===== config.mk =====
export PLATFORM = sky130hd
export DESIGN_NAME = nrf_spi_master
export DESIGN_NICKNAME = d
export VERILOG_FILES = /design/src/rtl/nrf_pkg.sv /design/src/rtl/spi_sck_gen.sv /design/src/rtl/nrf_spi_master.sv
export SDC_FILE = /design/constraint.sdc
export NUM_CORES = 1
export LEC_CHECK = 0
export ABC_AREA = 1
export ABC_CLOCK_PERIOD_IN_PS = 1700
export CAP_MARGIN = 20
export CORE_MARGIN = 2
export CORE_UTILIZATION = 30
export CTS_CLUSTER_SIZE = 24
export DETAILED_ROUTE_END_ITERATION = 6
export GPL_TIMING_DRIVEN = 0
export PLACE_DENSITY_LB_ADDON = 0.08
export SYNTH_ARGS = -nofsm -noshare
export SYNTH_HDL_FRONTEND = slang
export SYNTH_SLANG_ARGS = --single-unit

===== constraint.sdc =====
create_clock -name clk_10 -period 1.7 [get_ports clk_10]
set_input_delay 0.255 -clock clk_10 [delete_from_list [all_inputs] [get_ports clk_10]]
set_output_delay 0.255 -clock clk_10 [all_outputs]
set_load 0.01 [all_outputs]

===== src/rtl/nrf_pkg.sv =====
// Shared definitions for the nRF24L01 SPI master and its users.
package nrf_pkg;

  typedef enum logic [2:0] {
    ST_IDLE  = 3'd0,
    ST_SETUP = 3'd1,
    ST_SHIFT = 3'd2,
    ST_HOLD  = 3'd3,
    ST_DONE  = 3'd4
  } nrf_state_e;

  // 1 command byte + 32 payload bytes
  localparam int NRF_MAX_LEN = 33;

  // nRF24L01 command bytes
  localparam logic [7:0] R_REGISTER   = 8'h00;
  localparam logic [7:0] W_REGISTER   = 8'h20;
  localparam logic [7:0] R_RX_PAYLOAD = 8'h61;
  localparam logic [7:0] W_TX_PAYLOAD = 8'hA0;
  localparam logic [7:0] FLUSH_TX     = 8'hE1;
  localparam logic [7:0] FLUSH_RX     = 8'hE2;
  localparam logic [7:0] NOP          = 8'hFF;

  // A transaction length is usable when it is 1..max_len
  function automatic logic len_ok(input logic [5:0] l, input int max_len);
    return (l != 6'd0) && (int'(l) <= max_len);
  endfunction

endpackage


===== src/rtl/spi_sck_gen.sv =====
// SCK phase timer: strobes the cycle before each SCK edge.
// Both strobes are only produced while en_i is high; the counter restarts
// from zero whenever en_i drops so every SHIFT entry begins a fresh low phase.
module spi_sck_gen #(
  parameter int CLK_DIV = 1
) (
  input  logic clk_10,
  input  logic rst,
  input  logic en_i,
  output logic sck_rise_o,
  output logic sck_fall_o
);

  localparam logic [7:0] DIV_TC = 8'(CLK_DIV - 1);

  logic [7:0] div_q;
  logic       phase_q;   // 0: low half, 1: high half
  logic       tc;

  assign tc = (div_q == DIV_TC);

  // Count CLK_DIV cycles per half period and flip phase at terminal count
  always_ff @(posedge clk_10 or posedge rst) begin
    if (rst) begin
      div_q   <= 8'd0;
      phase_q <= 1'b0;
    end else if (!en_i) begin
      div_q   <= 8'd0;
      phase_q <= 1'b0;
    end else if (tc) begin
      div_q   <= 8'd0;
      phase_q <= ~phase_q;
    end else begin
      div_q   <= div_q + 8'd1;
    end
  end

  assign sck_rise_o = en_i & tc & ~phase_q;
  assign sck_fall_o = en_i & tc &  phase_q;

endmodule


===== src/rtl/nrf_spi_master.sv =====
// Multi-byte SPI mode-0 master for the nRF24L01: frames one CSN-low burst of
// len bytes, MSB first, pulling each byte from upstream via tx_ack.
import nrf_pkg::*;

module nrf_spi_master #(
  parameter int CLK_DIV   = 1,
  parameter int CSN_SETUP = 1,
  parameter int CSN_HOLD  = 1,
  parameter int MAX_LEN   = NRF_MAX_LEN
) (
  input  logic       clk_10,
  input  logic       rst,
  input  logic       start,
  input  logic [5:0] len,
  input  logic [7:0] tx_byte,
  output logic       tx_ack,
  output logic [7:0] rx_byte,
  output logic       rx_valid,
  output logic       busy,
  output logic       done,
  output logic       csn,
  output logic       sck,
  output logic       mosi,
  input  logic       miso
);

  nrf_state_e state_q;
  logic       csn_q, sck_q, rx_valid_q, done_q, busy_q;
  logic [7:0] rx_byte_q, tx_sreg_q, rx_sreg_q;
  logic [2:0] bit_cnt_q;
  logic [5:0] byte_cnt_q;
  logic [3:0] wait_cnt_q;

  logic sck_rise, sck_fall;
  logic start_ok, byte_end, more_bytes;

  spi_sck_gen #(.CLK_DIV(CLK_DIV)) u_sck_gen (
    .clk_10     (clk_10),
    .rst        (rst),
    .en_i       (state_q == ST_SHIFT),
    .sck_rise_o (sck_rise),
    .sck_fall_o (sck_fall)
  );

  assign start_ok   = (state_q == ST_IDLE) && start && len_ok(len, MAX_LEN);
  assign byte_end   = sck_fall && (bit_cnt_q == 3'd7);
  assign more_bytes = (byte_cnt_q != 6'd1);

  // tx_ack marks the cycle whose closing edge loads tx_byte into the shift
  // register: the accepting start cycle, and the last high-phase cycle of
  // every byte that is followed by another one.
  assign tx_ack = start_ok || (byte_end && more_bytes);

  // Transaction sequencer: CSN framing, bit/byte counting and data shifting
  always_ff @(posedge clk_10 or posedge rst) begin
    if (rst) begin
      state_q    <= ST_IDLE;
      csn_q      <= 1'b1;
      sck_q      <= 1'b0;
      rx_valid_q <= 1'b0;
      done_q     <= 1'b0;
      busy_q     <= 1'b0;
      rx_byte_q  <= 8'h00;
      tx_sreg_q  <= 8'h00;
      rx_sreg_q  <= 8'h00;
      bit_cnt_q  <= 3'd0;
      byte_cnt_q <= 6'd0;
      wait_cnt_q <= 4'd0;
    end else begin
      rx_valid_q <= 1'b0;
      done_q     <= 1'b0;
      case (state_q)
        ST_IDLE: begin
          if (start_ok) begin
            byte_cnt_q <= len;
            tx_sreg_q  <= tx_byte;
            bit_cnt_q  <= 3'd0;
            wait_cnt_q <= 4'd0;
            csn_q      <= 1'b0;
            busy_q     <= 1'b1;
            state_q    <= ST_SETUP;
          end else if (start) begin
            // Unusable length: report completion without touching the bus
            done_q     <= 1'b1;
          end
        end
        ST_SETUP: begin
          if (wait_cnt_q == 4'(CSN_SETUP - 1)) begin
            wait_cnt_q <= 4'd0;
            state_q    <= ST_SHIFT;
          end else begin
            wait_cnt_q <= wait_cnt_q + 4'd1;
          end
        end
        ST_SHIFT: begin
          if (sck_rise) begin
            sck_q     <= 1'b1;
            rx_sreg_q <= {rx_sreg_q[6:0], miso};
          end
          if (sck_fall) begin
            sck_q     <= 1'b0;
            bit_cnt_q <= bit_cnt_q + 3'd1;
            if (byte_end) begin
              rx_byte_q  <= rx_sreg_q;
              rx_valid_q <= 1'b1;
              if (more_bytes) begin
                byte_cnt_q <= byte_cnt_q - 6'd1;
                tx_sreg_q  <= tx_byte;
              end else begin
                tx_sreg_q  <= 8'h00;
                state_q    <= ST_HOLD;
              end
            end else begin
              tx_sreg_q <= {tx_sreg_q[6:0], 1'b0};
            end
          end
        end
        ST_HOLD: begin
          if (wait_cnt_q == 4'(CSN_HOLD - 1)) begin
            wait_cnt_q <= 4'd0;
            csn_q      <= 1'b1;
            done_q     <= 1'b1;
            state_q    <= ST_DONE;
          end else begin
            wait_cnt_q <= wait_cnt_q + 4'd1;
          end
        end
        ST_DONE: begin
          busy_q  <= 1'b0;
          state_q <= ST_IDLE;
        end
        default: state_q <= ST_IDLE;
      endcase
    end
  end

  assign csn      = csn_q;
  assign sck      = sck_q;
  assign mosi     = tx_sreg_q[7];
  assign rx_byte  = rx_byte_q;
  assign rx_valid = rx_valid_q;
  assign busy     = busy_q;
  assign done     = done_q;

endmodule


==> flow_metrics.py <==
metrics = {
    "outcome": {
        "status": "complete, but fails checks",
        "violations": "setup timing",
    },
    "timing": {
        "period_minus_slack_ps": 2090,
        "finalMaxSlewViolations": 0,
        "clock.fmax_ghz": 0.479,
        "setup_tns_ps": -3190,
        "finalSetupViolations": 24,
        "slew_headroom_pct": 61.4,
        "tightestPinTransition_ps": 578,
        "fin_ws_ps": -390,
        "rsz0062_at_grt": "yes",
        "min_period_over_period_pct": 123,
        "report.final.hold_viol_count": 0,
        "clock_skew_ps": 8.14,
    },
    "clock_tree": {
        "cts_tree": "built",
        "clockRootBuffer": "clkbuf_8",
        "cts_max_level": 2,
        "cts.sinks": 54,
        "cts_made_buffers": 5,
        "clk_latency_ps": 320,
        "ctsHoldBuffers": 0,
        "clk_path_buf_depth": 2,
        "cts.clk_slew.worst_paths_ps": 110,
    },
    "die": {
        "dieArea_um2": 9710,
        "rows": 34,
        "coreArea_um2": 8680,
        "die_h_um": 98.6,
        "die_w_um": 98.6,
        "io_pins": 33,
        "start_util_pct": 30.9,
    },
    "power": {
        "ir_drop_uv": 316,
        "p_clk_share_pct": 38.4,
        "p_sw_uw": 553,
        "p_comb_share_pct": 6.2,
        "pwr-share-seq_pct": 55.4,
        "power.leakage_uw": 0.00182,
        "power.density_nw_per_um2": 674,
        "finalPower_uw": 2390,
        "internal_power_uw": 1840,
        "swShare_pct": 23.1,
    },
    "place": {
        "gp_congestion": 0.683,
        "dp.cells": 459,
        "port_buffers": 32,
        "dp_hpwl_um": 4230,
        "post_dp_cell_area_um2": 3160,
    },
    "setup_path": {
        "ff2ff_setup_slack_ps": -190,
        "worst_path_max_delay_cell": "dfrtp_1",
        "r2r_start": "u_sck_gen.div_q[0]",
        "arrival_ps": 1830,
        "cp-end-kind": "output port",
        "critPathMaxStageDelay_ps": 400,
        "r2r_cells": 14,
        "crit_fanout": 2,
        "r2r_end": "tx_sreg_q[1]",
        "crit_chain": "inv_1, ha_2, nand2_2, nor2_4, buf_6, nand4_4, o21ai_4, nand2_2, buf_8, clkinv_4, buf_6",
        "cp.required_ps": 1440,
        "crit_type": "register to output port",
        "cp-start-kind": "register",
    },
    "cells_and_area": {
        "layout_commonest_cell": "nand2_1",
        "final_nets": 403,
        "final_area_um2": 3550,
        "diodes": 0,
        "drive_gt1_share_pct": 20.6,
        "area_growth_syn_to_layout_pct": 32.4,
        "final_cell_mix": "71 x nand2_1, 52 x dfrtp_1, 39 x inv_1",
        "fin_util_pct": 40.9,
        "final_cells": 486,
    },
    "logic_synthesis": {
        "avgSynthCellArea_um2": 8.44,
        "synthTopCellsByArea": "dfrtp_1 49%, nand2_1 11%, inv_1 5.9%, nand3_1 3.9%, nor2_1 3.8%",
        "synth_fp_nets": 344,
        "netlist_area_um2": 2680,
        "synth_top_cell_by_area": "dfrtp_1",
        "synth_seq_cells": 54,
        "synth_top_area_share_pct": 49.4,
        "syn-instance-count": 318,
        "yosysWarnings": 0,
        "ys_seq_area_share_pct": 50.4,
        "ys_types": 36,
    },
    "global_routing": {
        "grt_pass1_wl_um": 10200,
        "grt_antenna_before_repair": 0,
        "grt_pass1_vias": 2196,
        "grt_max_degree": 31,
        "grt.overflow.total": 0,
        "grt_usage_pct": 13.1,
    },
    "flow_run": {
        "cap_violations": 0,
    },
    "detailed_routing": {
        "wirelength_um": 6020,
        "vias": 2169,
        "wl_per_cell_um": 12.4,
        "drc": 0,
        "drt_iter0_markers": 61,
        "vias_per_cell": 4.46,
        "dr.pass1.iters": 4,
        "ant_nets": 0,
    },
    "min_path": {
        "min_path_type": "input port to asynchronous set/reset pin",
    },
}
[logic make-up after synthesis]
family	after synthesis	share of synthesized area [%]
and+or+nand+nor	148	25.1
buffers and inverters	55	8.35
DFF	54	50.4
AOI/OAI and AO/OA	48	10.6
adders and majority gates	8	3.73
muxes	3	1.17
xor gates and xnor gates	2	0.653
[worst max-delay path by stage]
| stage | startpoint | endpoint | slack (ps) | depth (start not counted) |
|---|---|---|---|---|
| after floorplan | u_sck_gen.div_q[0] | tx_ack | -20 | 9 |
| after global placement | rst | tx_sreg_q[7] | -1100 | 2 |
| after detailed placement | len[4] | tx_ack | -930 | 10 |
| after CTS | u_sck_gen.div_q[0] | tx_ack | -420 | 11 |
| after global routing | u_sck_gen.div_q[0] | tx_ack | -490 | 11 |
| final | u_sck_gen.div_q[0] | tx_ack | -390 | 11 |
[through the flow]
stage | hold WS, ps | worst slack, ps
floorplan | 392 | -20.8
global placement | 454 | -1100
detailed placement | 460 | -927
CTS | 327 | -418
global route | 352 | -494
finish | 306 | -390
[metal layers]
layer  vias to the layer above  GRT usage (%)  share of wire (%)
met5                         -              0                  0
met4                         0           3.79                1.4
met3                         7           2.48                2.0
met2                        22           21.5                 46
met1                      1015           17.7                 50
li1                       1125              -                  -
[timing repair]
action / CTS / global route
buffers inserted: 13 / 4
gates resized for setup: 26 / 24
endpoints found under the setup margin: 36 / 38
pin swaps: 7 / 0
gates cloned: 1 / 1
[flip-flops by register name, summed over array words and instances (netlist names), 3 cells and up]
name	cells
rx_sreg_q	8
tx_sreg_q	8
u_sck_gen.div_q	8
byte_cnt_q	6
bit_cnt_q	3
wait_cnt_q	4
state_q	3
rx_byte	8
[layout make-up]
cell class / count / area, µm²
Clock inverter: 3 / 47.5
Buffer: 7 / 87.6
Inverter: 48 / 188
Sequential cell: 54 / 1350
Tap cell: 108 / 135
Timing Repair Buffer: 52 / 509
Multi-Input combinational cell: 209 / 1160
Fill cell: 913 / 5130
Clock buffer: 5 / 68.8
[critical path: cells and delay by family (launching register included)]
family,cells,cell delay (ps)
and+or+nand+nor,4,370
AOI/OAI and AO/OA,1,170
buffers and inverters,5,410
adders and majority gates,1,160
DFF,1,400
[Yosys cell counts (all sizes together)]
master,n
a21oi,16
a31o,1
and3,1
buf,5
clkbuf,2
dfrtp,53
dfstp,1
ha,8
inv,48
mux2,1
mux2i,2
nand2,83
nand3,21
nand4,2
nor2,30
nor3,7
nor3b,3
o21a,1
o21ai,28
o22ai,1
o31ai,1
or2,1
xnor2,1
xor2,1
[power groups by stage]
stage	clock network [µW]	registers, µW	logic [µW]
after floorplan	0	1360	55.7
after global placement	0	1350	143
after detailed placement	0	1350	150
after CTS	964	1330	151
after global routing	1000	1330	169
final	918	1330	148
Note: power is estimated with default switching activity, not from simulation.
